$ cat src/rtl/iq_dec_pkg.sv
// rtl/iq_dec_pkg.sv - shared widths and helpers for the I/Q integrate-and-dump decimator
package iq_dec_pkg;

  localparam int IN_W_DEF = 3;
  localparam int DEC_DEF  = 16;

  // Accumulator width that holds DEC full-scale samples exactly.
  function automatic int acc_width(input int in_w, input int dec);
    return in_w + $clog2(dec);
  endfunction

  localparam int ACC_W_DEF = acc_width(IN_W_DEF, DEC_DEF);

  function automatic logic signed [ACC_W_DEF-1:0] sext(input logic signed [IN_W_DEF-1:0] v);
    return ACC_W_DEF'(v);
  endfunction

endpackage

$ cat src/rtl/iq_dec_accum_if.sv
// rtl/iq_dec_accum_if.sv - sample input strobe and decimated valid/ready output word
interface iq_dec_accum_if #(
  parameter int IN_W  = 3,
  parameter int ACC_W = 7
);

  logic                    in_valid;
  logic signed [IN_W-1:0]  in_i;
  logic signed [IN_W-1:0]  in_q;
  logic signed [ACC_W-1:0] out_i;
  logic signed [ACC_W-1:0] out_q;
  logic                    out_valid;
  logic                    out_ready;

  modport master (
    output in_valid, in_i, in_q, out_ready,
    input  out_i, out_q, out_valid
  );

  modport slave (
    input  in_valid, in_i, in_q, out_ready,
    output out_i, out_q, out_valid
  );

endinterface

$ cat src/rtl/iq_dec_lane.sv
// rtl/iq_dec_lane.sv - one signed accumulator with its dump register
import iq_dec_pkg::*;

module iq_dec_lane #(
  parameter int IN_W  = IN_W_DEF,
  parameter int ACC_W = acc_width(IN_W_DEF, DEC_DEF)
) (
  input  logic                    clk,
  input  logic                    rst,
  input  logic                    clr,
  input  logic                    accept,
  input  logic                    dump,
  input  logic                    load,
  input  logic signed [IN_W-1:0]  sample,
  output logic signed [ACC_W-1:0] sum
);

  logic signed [ACC_W-1:0] acc;
  logic signed [ACC_W-1:0] acc_nxt;

  // The dumped sum includes the sample accepted on the dump edge.
  assign acc_nxt = acc + ACC_W'(sample);

  always_ff @(posedge clk or posedge rst) begin
    if (rst) begin
      acc <= '0;
      sum <= '0;
    end else begin
      if (clr || (accept && dump)) begin
        acc <= '0;
      end else if (accept) begin
        acc <= acc_nxt;
      end
      if (load) begin
        sum <= acc_nxt;
      end
    end
  end

endmodule

$ cat src/rtl/iq_dec_accum.sv
// rtl/iq_dec_accum.sv - I/Q integrate-and-dump decimator with 1-deep output register
import iq_dec_pkg::*;

module iq_dec_accum #(
  parameter int IN_W = IN_W_DEF,
  parameter int DEC  = DEC_DEF
) (
  input  logic         clk,
  input  logic         rst,
  input  logic         clr,
  iq_dec_accum_if.slave bus,
  output logic         overrun,
  output logic [7:0]   blk_cnt
);

  localparam int ACC_W = acc_width(IN_W, DEC);
  localparam int CNT_W = $clog2(DEC);

  logic [CNT_W-1:0] cnt;
  logic             accept;
  logic             dump;
  logic             load;

  assign accept = bus.in_valid && !clr;
  assign dump   = accept && (cnt == CNT_W'(DEC - 1));
  // A dump only lands if the output slot is empty or emptying this edge.
  assign load   = dump && (!bus.out_valid || bus.out_ready);

  always_ff @(posedge clk or posedge rst) begin
    if (rst) begin
      cnt           <= '0;
      bus.out_valid <= 1'b0;
      overrun       <= 1'b0;
      blk_cnt       <= 8'd0;
    end else begin
      if (clr) begin
        cnt <= '0;
      end else if (accept) begin
        cnt <= dump ? '0 : cnt + CNT_W'(1);
      end
      if (load) begin
        bus.out_valid <= 1'b1;
      end else if (bus.out_valid && bus.out_ready) begin
        bus.out_valid <= 1'b0;
      end
      if (dump) begin
        blk_cnt <= blk_cnt + 8'd1;
        if (!load) begin
          overrun <= 1'b1;
        end
      end
    end
  end

  iq_dec_lane #(.IN_W(IN_W), .ACC_W(ACC_W)) u_lane_i (
    .clk    (clk),
    .rst    (rst),
    .clr    (clr),
    .accept (accept),
    .dump   (dump),
    .load   (load),
    .sample (bus.in_i),
    .sum    (bus.out_i)
  );

  iq_dec_lane #(.IN_W(IN_W), .ACC_W(ACC_W)) u_lane_q (
    .clk    (clk),
    .rst    (rst),
    .clr    (clr),
    .accept (accept),
    .dump   (dump),
    .load   (load),
    .sample (bus.in_q),
    .sum    (bus.out_q)
  );

endmodule
$ cat src/flat_wrapper.sv
// flat-port wrapper written by rule: the top's interface ports become plain ports
module iq_dec_accum_flat 
#(
  parameter int IN_W = IN_W_DEF,
  parameter int DEC  = DEC_DEF
)
  (clk, rst, clr, overrun, blk_cnt, bus_in_valid, bus_in_i, bus_in_q, bus_out_ready, bus_out_i, bus_out_q, bus_out_valid);
  iq_dec_accum_if #(.IN_W(IN_W)) bus_i ();
  input  logic clk;
  input  logic rst;
  input  logic clr;
  output logic overrun;
  output logic [7:0] blk_cnt;
  input wire logic [$bits(bus_i.in_valid)-1:0] bus_in_valid;
  input wire logic [$bits(bus_i.in_i)-1:0] bus_in_i;
  input wire logic [$bits(bus_i.in_q)-1:0] bus_in_q;
  input wire logic [$bits(bus_i.out_ready)-1:0] bus_out_ready;
  output wire logic [$bits(bus_i.out_i)-1:0] bus_out_i;
  output wire logic [$bits(bus_i.out_q)-1:0] bus_out_q;
  output wire logic [$bits(bus_i.out_valid)-1:0] bus_out_valid;
  assign bus_i.in_valid = bus_in_valid;
  assign bus_i.in_i = bus_in_i;
  assign bus_i.in_q = bus_in_q;
  assign bus_i.out_ready = bus_out_ready;
  assign bus_out_i = bus_i.out_i;
  assign bus_out_q = bus_i.out_q;
  assign bus_out_valid = bus_i.out_valid;
  iq_dec_accum #(.IN_W(IN_W), .DEC(DEC)) u_core (.clk(clk), .rst(rst), .clr(clr), .bus(bus_i), .overrun(overrun), .blk_cnt(blk_cnt));
endmodule
$ cat config.mk
export PLATFORM = sky130hd
export DESIGN_NAME = iq_dec_accum_flat
export DESIGN_NICKNAME = d
export VERILOG_FILES = /design/src/rtl/iq_dec_pkg.sv /design/src/rtl/iq_dec_accum_if.sv /design/src/rtl/iq_dec_lane.sv /design/src/rtl/iq_dec_accum.sv /design/src/flat_wrapper.sv
export SDC_FILE = /design/constraint.sdc
export NUM_CORES = 1
export LEC_CHECK = 0
export BUFFER_PORTS_ARGS = -buffer_cell sky130_fd_sc_hd__buf_2
export CAP_MARGIN = 20
export CELL_PAD_IN_SITES_DETAIL_PLACEMENT = 0
export CELL_PAD_IN_SITES_GLOBAL_PLACEMENT = 1
export CORE_UTILIZATION = 40
export CTS_BUF_LIST = sky130_fd_sc_hd__clkbuf_4
export DETAILED_ROUTE_END_ITERATION = 10
export PLACE_DENSITY_LB_ADDON = 0.3
export SLEW_MARGIN = 20
export SYNTH_ARGS = -nofsm -noshare
export SYNTH_HDL_FRONTEND = slang
export SYNTH_SLANG_ARGS = --single-unit
export TNS_END_PERCENT = 20
$ cat constraint.sdc
create_clock -name clk -period 3.15 [get_ports clk]
set_input_delay 0.315 -clock clk [delete_from_list [all_inputs] [get_ports clk]]
set_output_delay 0.315 -clock clk [all_outputs]
set_load 0.005 [all_outputs]
==> flow_summary.json <==
{
  "clock_skew_ns": 0.00860,
  "grt_pass1_wl_mm": 7.36,
  "dieArea_mm2": 0.00588,
  "ys_seq_area_frac": 0.471,
  "drc": 0,
  "finalCriticalPeriod_ns": 2.23,
  "die-width_um": 76.7,
  "period_share": 0.709,
  "rsz0062_at_grt": "false",
  "yosysWarningCount": 0,
  "cts_buffer_depth": 2,
  "syn_nets": 239,
  "start_util": 0.426,
  "yosysMostFrequentCell": "dfrtp_1",
  "wl_per_cell_um": 12.9,
  "row_count": 26,
  "cts_hold_buf": 0,
  "hpwl_mm": 2.98,
  "critPathKind": "reg2reg",
  "worst_slack_ns": 0.917,
  "clkTransAtPathRegs_ns": 0.12,
  "wirelength_mm": 4.15,
  "viasPerCell": 4.99,
  "setup_tns_ns": 0,
  "synthTopCellsByArea": "dfrtp_1 47%, ha_1 7.8%, nand2_1 4.9%, xnor2_1 4.3%, a22o_1 3.1%",
  "p_leak_nw": 1.30,
  "via_count": 1601,
  "drv_cap": 0,
  "reg2reg_slack_ns": 0.92,
  "timing.fmax_mhz": 448,
  "synth_edf_count": 0,
  "yosysTopAreaCellShare": 0.471,
  "fillers": 522,
  "required_ns": 3.42,
  "grt-ovfl-total": 0,
  "cts-root-buf": "clkbuf_4",
  "synth.largest_area_cell": "dfrtp_1",
  "cts_buffers": 5,
  "synth-seq-cells": 42,
  "grt_max_degree": 43,
  "peakVddDrop_mv": 0.164,
  "nets": 277,
  "setup_viol_count_final": 0,
  "drt_iter0_markers": 81,
  "hp-class": "in2async",
  "tightest_slew_ns": 0.554,
  "crit_path_start_kind": "register",
  "place_congestion": 0.739,
  "maxSlewViolCount": 0,
  "n_antenna_cell": 0,
  "hold_viol_final": 0,
  "final_antenna_net_count": 0,
  "clk_latency_ns": 0.34,
  "cp.arrival_ns": 2.50,
  "post_cts_resized": 0,
  "netlist_area_mm2": 0.00223,
  "cts_tree": "yes",
  "antenna_found_initial": 0,
  "rr_worst_depth": 8,
  "grt_pass1_vias": 1566,
  "htreeDepth": 2,
  "status": "completed",
  "area_growth_pct": 13.2,
  "core-area_mm2": 0.00524,
  "r2r-end": "u_core.u_lane_q.acc[6]",
  "postSynthCellCount": 212,
  "async_reset_ff_frac": 1.00,
  "powerDensity_mw_per_mm2": 420,
  "synthDistinctLibCells": 41,
  "r2r-start": "u_core.u_lane_q.acc[0]",
  "relSlewSlack": 0.630,
  "dp_slack_ns": 0.911,
  "whs_ns": 0.0821,
  "synthFlopType": "dfrtp_1",
  "port_buffers": 34,
  "cp_max_fo": 3,
  "drive_above_1_share": 0.223,
  "ios": 35,
  "clock-sinks": 42,
  "avgSynthCellArea_um2": 10.5,
  "grt_use_total": 0.158,
  "post_cts_buffers": 0,
  "die_y_um": 76.7,
  "synth_common_cells": "42 x dfrtp_1, 29 x nand2_1, 14 x ha_1",
  "first_pass_iters": 4,
  "endpoint_kind": "register"
}
==> logic make-up (layout without fill, tap and decap cells) <==
group	Yosys count	after routing	synth area share
buffers and inverters	17	56	0.0342
DFF	42	42	0.471
adders and majority gates	16	16	0.0964
xor gates and xnor gates	18	18	0.0706
and+or+nand+nor	63	63	0.151
AOI/OAI and AO/OA	50	50	0.147
muxes	6	6	0.0297
==> stage by stage <==
step | total power (W) | utilization | cells | instance area, um2
3_5_place_dp | 0.000808 | 0.472 | 313 | 2470
6_report | 0.00106 | 0.483 | 321 | 2530
4_1_cts | 0.00108 | 0.483 | 321 | 2530
2_1_floorplan | 0.000758 | - | 212 | 2230
5_1_grt | 0.00113 | 0.483 | 321 | 2530
3_3_place_gp | 0.000808 | 0.472 | 313 | 2470
==> worst max path at each step <==
| stage | end | cells past startpoint | from | slack, ns |
|---|---|---|---|---|
| 5_1_grt | u_core.u_lane_i.acc[6] | 8 | u_core.u_lane_i.acc[0] | 0.73 |
| 6_report | u_core.u_lane_q.acc[6] | 8 | u_core.u_lane_q.acc[0] | 0.92 |
| 3_3_place_gp | u_core.u_lane_i.sum[6] | 9 | bus_in_i[0] | 0.96 |
| 4_1_cts | u_core.u_lane_i.acc[6] | 8 | u_core.u_lane_i.acc[0] | 0.92 |
| 3_5_place_dp | u_core.u_lane_q.acc[6] | 9 | bus_in_q[0] | 0.91 |
| 2_1_floorplan | u_core.u_lane_q.acc[6] | 8 | u_core.u_lane_q.acc[0] | 1.13 |
==> final cells by class <==
class / count / area, um2 / area share
sequential: 42 / 1050 / 0.416
multi-input combinational: 153 / 1100 / 0.437
inverter: 12 / 45.0 / 0.0178
timing repair buffer: 36 / 185 / 0.0733
clock buffer: 6 / 45.0 / 0.0178
clock inverter: 2 / 8.76 / 0.00347
tap: 70 / 87.6 / 0.0347
==> worst max-delay path, stage by stage (launching register included) <==
cell	delay [ns]
dfrtp_1	0.38
ha_1	0.20
inv_1	0.06
fa_1	0.39
nand2b_1	0.19
a2111oi_0	0.38
a211oi_1	0.15
or3_1	0.32
o21ai_0	0.08
==> registers in the layout (all words and copies together), names as in the netlist <==
| name | cells |
|---|---|
| u_core.cnt | 4 |
| u_core.blk_cnt | 8 |
| u_core.u_lane_i.sum | 7 |
| u_core.u_lane_q.acc | 7 |
| u_core.u_lane_i.acc | 7 |
| u_core.overrun | 1 |
| u_core.u_lane_q.sum | 7 |
| u_core.bus.out_valid | 1 |
==> cells in the final DEF, fill, tap and decap left out, types with 3 or more instances in the layout <==
master,n
mux2_2,5
nor2_1,6
buf_2,34
dfrtp_1,42
a21oi_1,10
or3_1,3
nand2_1,29
ha_1,14
inv_1,12
nand2b_1,8
a211oi_1,3
xor2_1,7
xnor2_1,11
a22o_1,8
clkbuf_4,6
o21ai_1,5
o21ai_0,11
a21o_1,4
==> metal layers <==
layer / global-route usage / vias to the layer above / routed length, um
met3: 0.0321 / 4 / 154
li1: - / 816 / -
met5: 0 / - / 0
met2: 0.237 / 33 / 1760
met4: 0.0519 / 0 / 39
met1: 0.227 / 748 / 2190
==> power breakdown <==
group / switching [W] / total (W) / leakage, nW / internal [W]
clock: 0.000171 / 0.000264 / 0.0331 / 0.0000928
combinational: 0.000121 / 0.000216 / 0.693 / 0.0000952
sequential: 0.0000175 / 0.000581 / 0.571 / 0.000563
No activity file was read; power rests on OpenSTA's default activity.
